[config.mk]
export PLATFORM = sky130hd
export DESIGN_NAME = operand_collector
export DESIGN_NICKNAME = d
export VERILOG_FILES = /design/src/rtl/operand_collector_pkg.sv /design/src/rtl/operand_collector.sv
export SDC_FILE = /design/constraint.sdc
export NUM_CORES = 1
export LEC_CHECK = 0
export CORE_MARGIN = 2
export CORE_UTILIZATION = 44
export CTS_CLUSTER_DIAMETER = 50
export DETAILED_ROUTE_END_ITERATION = 16
export GPL_TIMING_DRIVEN = 0
export PLACE_DENSITY = 0.87
export SETUP_SLACK_MARGIN = 0.1
export SYNTH_ARGS = -nofsm -noshare
export SYNTH_HDL_FRONTEND = slang
export SYNTH_SLANG_ARGS = --single-unit
[constraint.sdc]
create_clock -name clk -period 2.6 [get_ports clk]
set_input_delay 0.52 -clock clk [delete_from_list [all_inputs] [get_ports clk]]
set_output_delay 0.52 -clock clk [all_outputs]
set_load 0.01 [all_outputs]
[src/rtl/operand_collector_pkg.sv]
// operand_collector_pkg: shared definitions for the operand collector and its ALU.
// Holds the default data/command widths, the ALU command codes and the
// positions of the zero and carry bits inside the captured flag pair.
package operand_collector_pkg;
    localparam int DEF_DATA_W = 16;
    localparam int DEF_CMD_W = 3;
    localparam int Z_BIT = 1;
    localparam int CY_BIT = 0;
    localparam logic [2:0] ALU_NC = 3'd0;
    localparam logic [2:0] ALU_ADD = 3'd1;
    localparam logic [2:0] ALU_SUB = 3'd2;
    localparam logic [2:0] ALU_AND = 3'd3;
    localparam logic [2:0] ALU_OR = 3'd4;
    localparam logic [2:0] ALU_XOR = 3'd5;
    localparam logic [2:0] ALU_SL = 3'd6;
    localparam logic [2:0] ALU_SR = 3'd7;
endpackage

[src/rtl/operand_collector.sv]
// operand_collector: pairs two consecutive data words into ALU operands and holds the result.
// Ports:
//   clk, rst                 clock and synchronous active-high reset
//   flush                    drop any partial pair or pending result
//   in_valid/in_ready/in_data/in_cmd   word input; in_cmd taken with the second word
//   alu_a/alu_b/alu_cmd      registered operands and command to the ALU
//   alu_r/alu_z/alu_cy       ALU result and flags
//   out_valid/out_ready/out_result/out_flags   held result, flags = {z, cy}
//   busy                     collector is not empty
module operand_collector
    import operand_collector_pkg::*;
#(
    parameter int DATA_W = DEF_DATA_W,
    parameter int CMD_W = DEF_CMD_W,
    parameter int ALU_LAT = 1
) (
    input  logic              clk,
    input  logic              rst,
    input  logic              flush,
    input  logic              in_valid,
    output logic              in_ready,
    input  logic [DATA_W-1:0] in_data,
    input  logic [CMD_W-1:0]  in_cmd,
    output logic [DATA_W-1:0] alu_a,
    output logic [DATA_W-1:0] alu_b,
    output logic [CMD_W-1:0]  alu_cmd,
    input  logic [DATA_W-1:0] alu_r,
    input  logic              alu_z,
    input  logic              alu_cy,
    output logic              out_valid,
    input  logic              out_ready,
    output logic [DATA_W-1:0] out_result,
    output logic [1:0]        out_flags,
    output logic              busy
);
    localparam logic [1:0] ST_EMPTY = 2'd0;
    localparam logic [1:0] ST_HAVE_A = 2'd1;
    localparam logic [1:0] ST_EXEC = 2'd2;
    localparam logic [1:0] ST_HOLD = 2'd3;
    localparam int LAT_W = ALU_LAT > 0 ? $clog2(ALU_LAT + 1) : 1;
    typedef enum logic [1:0] {
        EMPTY = ST_EMPTY,
        HAVE_A = ST_HAVE_A,
        EXEC = ST_EXEC,
        HOLD = ST_HOLD
    } state_t;
    state_t state, next;
    logic [LAT_W-1:0] lat_cnt;
    logic accept, load_a, load_b, dec, capture;
    // Ready depends only on state, rst and flush, never on out_ready, so a
    // word offered during a flush cycle is simply not taken.
    assign in_ready = !rst && !flush && (state == EMPTY || state == HAVE_A);
    assign out_valid = state == HOLD;
    assign busy = state != EMPTY;
    always_comb begin
        accept = in_valid && in_ready;
        load_a = accept && state == EMPTY;
        load_b = accept && state == HAVE_A;
        dec = state == EXEC && lat_cnt != '0;
        capture = state == EXEC && lat_cnt == '0;
        next = state;
        if (flush) next = EMPTY;
        else if (load_a) next = HAVE_A;
        else if (load_b) next = EXEC;
        else if (capture) next = HOLD;
        else if (state == HOLD && out_ready) next = EMPTY;
    end
    always_ff @(posedge clk) begin
        if (rst) state <= EMPTY;
        else state <= next;
    end
    // Operands and the last result survive a flush; only the pairing is dropped.
    always_ff @(posedge clk) begin
        if (rst) begin
            alu_a <= '0;
            alu_b <= '0;
            alu_cmd <= '0;
            lat_cnt <= '0;
            out_result <= '0;
            out_flags <= '0;
        end else if (!flush) begin
            if (load_a) alu_a <= in_data;
            if (load_b) begin
                alu_b <= in_data;
                alu_cmd <= in_cmd;
                lat_cnt <= LAT_W'(ALU_LAT);
            end
            if (dec) lat_cnt <= lat_cnt - LAT_W'(1);
            if (capture) begin
                out_result <= alu_r;
                out_flags[Z_BIT] <= alu_z;
                out_flags[CY_BIT] <= alu_cy;
            end
        end
    end
endmodule
==> summary.txt, run 1 <==
Worst hold path
  – Worst hold path type: in2reg
  – WHS Path Cells: 2
  – Min-delay src: flush
  – Hold endpoint: state[1]

Timing
  – Final TNS setup: 0 ns
  – RSZ-0062 raised after global routing: false
  – Slew HR: 0.642
  – Tmin final: 2.21 ns
  – Hold violation count in the final report: 0
  – Final Cycle Share: 0.850
  – Setup violators final: 0
  – Fmax: 453 MHz
  – Skew final: 0.00384 ns
  – Slew @ Worst Pin: 0.535 ns
  – Max Transition Viols Final: 0

Route
  – Via density per instance: between 5 and 6
  – Routed WL: 6.19 mm
  – Via count: 2239
  – Routed length per instance: between 10 and 15 um
  – Iteration-0 DRC Markers: about 130
  – Antenna viol nets, final: 0
  – DRC viols: 0
  – DR pass1 iterations: 4

Critical path
  – Setup crit start: rst
  – Worst reg-to-reg setup slack: approximately 0.9 ns
  – WS Path Type: in2out
  – CP arrival: 1.69 ns
  – Crit end category: output port
  – CP bufs+invs: 3
  – Max FO, Critical Path: 10
  – CP Launch Type: input pin
  – CP max-delay cell: clkdlybuf4s50_1
  – Critical Path Max Stage Delay: 0.57 ns
  – Worst R2R Path Depth: 5
  – Crit path cell chain: clkdlybuf4s50_1 > clkbuf_4 > nor3_1 > dlygate4sd2_1
  – Reg-to-reg critical path startpoint: state[1]
  – Worst EP required: approximately 2.1 ns
  – R2R Path End: alu_a[6]
  – CP delay by family, top: buffers and inverters

Global routing
  – First-pass GRT wire length: about 9.5 mm
  – Met1 Usage GRT: 0.290
  – Gr usage total: 0.216
  – Vias in the first global route: 2027
  – Pin count of the biggest net entering global routing: 17
  – Total grt overflow: 0
  – Met2 Track Usage GR: 0.362
  – GR Layer Usage met3: 0.0415
  – Busiest metal layer after global routing: met2
  – Initial antenna violation count: 0

Clock tree
  – Skew-Pair Late Insertion Delay: about 0.30 ns
  – Clock transition at the registers of the reported paths: 0.10 ns
  – Root buffer cell: clkbuf_8
  – Clock Sink Count: 56
  – H-tree depth: 2
  – Clk buf depth: 2
  – CTS tree: done
  – CTS Buf Count: 5

Die
  – Core Area: 0.00479 mm^2
  – Boundary Pins: 98
  – FP Rows: 25
  – DIE HEIGHT: 75.1 um
  – Die footprint: 0.00564 mm^2
  – Die Wd: 75.1 um
  – Initial core utilization: 0.465

Place
  – Post-Place Cells: ~430
  – GP Congestion: 0.795
  – PortBufs: 96
  – DP HPWL: 4.60 mm
  – Post-DP Area: 0.00327 mm^2

Synth
  – Yosys cell types: 22
  – Synthesized cell area: 0.00223 mm^2
  – Sequential fraction of the synthesis area: 0.504
  – Syn Area/Cell: 8.50 um^2
  – Syn nets: slightly above 300
  – Synth warnings: 0
  – Post-Syn Instances: 262
  – FF+latch count, synth: 56

Cells and area
  – Share of cells above drive strength 1: 0.107
  – Final #Nets: slightly above 400
  – Antenna cells: 0
  – Final instance area: 0.00338 mm^2
  – Core Util, Final: 0.706
  – Final non-filler cell total: 432
  – Layout area overhead: 51.7%

Run status
  – Status: completed

Pwr
  – LEAKAGE: roughly 1.1 nW
  – Peak VDD IR: 0.000243 V
  – PwrDens: about 490 mW/mm^2

Job
  – Max Cap Violations: 0
==> cells in the mapped netlist <==
cell / instances / area [um^2]
or4b_1: 2 / 20.0
dfxtp_1: 56 / 1120
buf_6: 5 / 56.3
nor2b_1: 2 / 12.5
nor3b_1: 1 / 7.51
buf_2: 11 / 55.1
nor3_1: 3 / 15.0
o21ai_2: 12 / 105
a21oi_1: 54 / 270
o21ai_1: 18 / 90.1
inv_1: 1 / 3.75
nor4b_4: 2 / 47.6
nand2_1: 38 / 143
buf_1: 2 / 7.51
inv_2: 1 / 3.75
a2111oi_0: 1 / 8.76
clkbuf_1: 8 / 30.0
o21ai_0: 7 / 35.0
nand3_1: 35 / 175
a21o_1: 1 / 7.51
nor2_1: 1 / 3.75
a22oi_1: 1 / 7.51
==> metal layers <==
| metal | wire length, um | share of wire |
|---|---|---|
| met4 | 45 | 0.0073 |
| met1 | 2640 | 0.43 |
| met3 | 416 | 0.067 |
| met2 | 3100 | 0.50 |
| met5 | 0 | 0 |
==> registers in the layout, summed over array words and instances (netlist names) <==
register and flops:
alu_cmd 3, out_flags 2, alu_a 16, lat_cnt 1, alu_b 16, out_result 16, state 2
==> kinds of logic (layout without fill, tap and decap cells) <==
kind of cell	after synthesis	in the layout	synth area share
AOI/OAI and AO/OA	94	94	0.236
buffers and inverters	28	131	0.0703
DFF	56	56	0.504
and+or+nand+nor	84	84	0.191
==> repair_timing <==
item / CTS / global route
buffers inserted: 0 / 0
gates cloned: 0 / 0
gates resized for setup: 3 / 0
hold buffers: 0 / 0
endpoints found under the hold margin: 0 / 0
endpoints found under the setup margin: 1 / 2
==> through the flow <==
| stage | power [mW] | hold slack (ns) | worst slack (ns) |
|---|---|---|---|
| CTS | 1.65 | 0.428 | 0.161 |
| finish | 1.64 | 0.439 | 0.390 |
| detailed placement | 1.10 | 0.446 | -0.00584 |
| floorplan | 0.980 | 0.481 | 0.868 |
| global route | 1.69 | 0.443 | 0.301 |
| global placement | 1.09 | 0.441 | -0.000450 |
==> worst max-delay path by stage <==
stage | to | slack [ns] | cells after the start
finish | in_ready | 0.39 | 4
global route | out_valid | 0.30 | 4
CTS | busy | 0.16 | 5
detailed placement | in_ready | -0.006 | 4
global placement | in_ready | -0.0005 | 4
floorplan | alu_b[10] | 0.87 | 6
==> area by class of cell <==
type | instances | area, um^2
flip-flops and latches | 56 | 1120
well taps | 67 | 83.8
clock inverters | 2 | 35.0
plain buffers | 25 | 149
clock buffers | 6 | 72.6
repair buffers | 96 | 960
fillers | 396 | 1410
multi-input cells | 178 | 948
inverters | 2 | 7.51
==> cell usage in the layout, fill, tap and decap left out, drive strengths merged, types with 2 or more instances in the layout <==
master and instances:
or4b 2, clkbuf 14, clkdlybuf4s50 95, nor4b 2, nand2 38, nor2b 2
nand3 35, o21ai 37, dfxtp 56, inv 2, buf 17, nor3 3
a21oi 54
==> report_power, final <==
group          total [mW]  leakage, nW  switching (mW)  internal, mW
registers           0.878        0.452         0.00758         0.870
clock network       0.564       0.0552           0.278         0.287
logic               0.199        0.608          0.0949         0.104
Note: power is estimated with default switching activity, not from simulation.
==> run 2, diff against run 1 <==
--- a/config.mk
+++ b/config.mk
@@ -6,11 +6,11 @@
 export NUM_CORES = 1
 export LEC_CHECK = 0
 export CORE_MARGIN = 2
-export CORE_UTILIZATION = 44
+export CORE_UTILIZATION = 37
 export CTS_CLUSTER_DIAMETER = 50
 export DETAILED_ROUTE_END_ITERATION = 16
 export GPL_TIMING_DRIVEN = 0
-export PLACE_DENSITY = 0.87
+export PLACE_DENSITY = 0.79
 export SETUP_SLACK_MARGIN = 0.1
 export SYNTH_ARGS = -nofsm -noshare
 export SYNTH_HDL_FRONTEND = slang
==> constraint.sdc (replaced) <==
create_clock -name clk -period 1.9 [get_ports clk]
set_input_delay 0.38 -clock clk [delete_from_list [all_inputs] [get_ports clk]]
set_output_delay 0.38 -clock clk [all_outputs]
set_load 0.01 [all_outputs]
==> run 2 against run 1 <==
Combinational power rose by 40%. First-iteration DRC count rose by 36%. Total power rose by 31%. Register-to-register slack got worse by 0.63 ns. Non-clock buffer count rose by 2. Critical path depth rose by 1. Clock skew rose by 0.0087 ns. Count of clock-buffer cells in the layout rose by 1. Largest power group unchanged. Highest routed layer unchanged.
==> summary.txt, run 2 (same netlist as run 1, synthesis figures left out) <==
Run status
  – Status: completed

Clock tree
  – Clk buf depth: 2
  – CTS Buf Count: 5
  – Clock Sink Count: 56
  – Clock transition at the registers of the reported paths: 0.09 ns
  – Count of hold-fix buffers inserted at cts: 0
  – CTS tree: done
  – Root buffer cell: clkbuf_8
  – H-tree depth: 2
  – Skew-Pair Late Insertion Delay: 0.31 ns

Global routing
  – Total grt overflow: 0
  – Initial antenna violation count: 0
  – Vias in the first global route: 2017
  – Pin count of the biggest net entering global routing: 17
  – Gr usage total: 0.188
  – First-pass GRT wire length: between 9 and 10 mm

Timing
  – Fmax: about 570 MHz
  – Final Cycle Share: 0.923
  – Slew HR: 0.653
  – Setup violators final: 0
  – RSZ-0062 raised after global routing: true
  – Skew final: 0.0126 ns
  – Slew @ Worst Pin: 0.518 ns
  – Max Transition Viols Final: 0
  – Tmin final: 1.75 ns
  – Hold Worst Slack: roughly 0.3 ns
  – Hold violation count in the final report: 0

Cells and area
  – Commonest non-fill, non-tap cell in the layout: clkdlybuf4s50_1
  – Layout area overhead: 52.6%
  – Share of cells above drive strength 1: 0.114
  – Fillers: roughly 520
  – Area of the multi-input gates: around 950 um^2
  – Final instance area: 0.00340 mm^2
  – Biggest regs: alu_a: 16 flops, alu_b: 16 flops, out_result: 16 flops
  – Commonest non-fill, non-tap cells in the layout: clkdlybuf4s50_1, dfxtp_1, a21oi_1
  – Sequential cell area: 0.00112 mm^2
  – Antenna cells: 0
  – Final #Nets: 408

Die
  – Boundary Pins: 98
  – DIE HEIGHT: 81.6 um
  – FP Rows: 28
  – Core Area: 0.00585 mm^2
  – Initial core utilization: 0.380
  – Die footprint: 0.00665 mm^2
  – Die Wd: 81.6 um

Route
  – Iteration-0 DRC Markers: 174
  – Antenna viol nets, final: 0
  – Via density per instance: 5.22
  – Via count: ~2.3k
  – DR pass1 iterations: 4
  – DRC viols: 0
  – Routed WL: 6.40 mm
  – Routed length per instance: 14.5 um

Pwr
  – Flop pwr share: 0.557
  – Clock share of power: 0.314
  – Sw Share: 0.242
  – Combinational Power Share: 0.129
  – Psw: between 0.5 and 0.6 mW
  – PwrDens: 635 mW/mm^2
  – Int Power: 1.63 mW
  – LEAKAGE: 1.13 nW
  – Peak VDD IR: 0.000325 V

Critical path
  – Max FO, Critical Path: 10
  – Worst EP required: 1.52 ns
  – WS Path Type: reg2out
  – Crit end category: output port
  – CP arrival: approximately 1.4 ns
  – CP Launch Type: register

Place
  – GP Congestion: 0.804
  – DP HPWL: between 4 and 5 mm
  – PortBufs: 96
  – Post-DP Area: 0.00328 mm^2

Worst hold path
  – Worst hold path type: in2reg

Job
  – Max Cap Violations: 0
run 2: changes by cell type in the layout (fill, tap and decap cells not counted), sizes merged:
cell           before  now
clkdlybuf4s50      95   92
buf                17   19
clkbuf             14   16
dlygate4sd2         1    3
bufinv              1    0
clkinv              1    0
clkinvlp            0    1
run 2: layer usage:
metal | GRT usage | share of wire
met1 | 0.248 | 0.43
met2 | 0.305 | 0.49
met3 | 0.0374 | 0.063
met4 | 0.0627 | 0.020
met5 | 0 | 0
run 2: power by group through the flow:
stage	sequential [mW]	combinational (mW)	clock, mW
detailed placement	1.23	0.273	0
global route	1.20	0.299	0.746
finish	1.20	0.278	0.677
CTS	1.20	0.276	0.690
floorplan	1.24	0.106	0
global placement	1.23	0.270	0
run 2: repair_timing:
action	4_1_cts	5_1_grt
buffers inserted	0	1
setup endpoints to repair	3	4
gates resized for setup	11	3
run 2: cell type report:
| cell class | count | share of cell area |
|---|---|---|
| tap | 75 | 0.0276 |
| inverter | 2 | 0.00295 |
| buffer | 26 | 0.0497 |
| timing repair buffer | 97 | 0.283 |
| clock inverter | 1 | 0.00221 |
| multi-input combinational | 178 | 0.279 |
| sequential | 56 | 0.330 |
| clock buffer | 7 | 0.0254 |
run 2: final timing paths:
path	slack, ns	cells after the start	start	end
max	0.15	5	state[0]	busy
min	0.30	2	flush	state[1]
max reg2reg	0.26	6	state[1]	out_result[4]
min reg2reg	0.46	2	out_flags[0]	out_flags[0]
run 2: through the flow:
stage,instances,setup WS (ns),util,total power [mW],TNS [ns]
detailed placement,433,-0.453,0.561,1.50,-5.73
floorplan,262,0.308,-,1.34,0
CTS,441,0.107,0.579,2.17,0
finish,442,0.146,0.580,2.16,0
global placement,433,-0.429,0.561,1.50,-4.25
global route,442,0.0855,0.580,2.25,0
run 2: worst max-delay path, cell delays in order, from the launching register on:
cell	delay (ns)
dfxtp_1	0.31
buf_4	0.16
inv_4	0.12
buf_6	0.16
nand2_1	0.05
dlygate4sd2_1	0.28
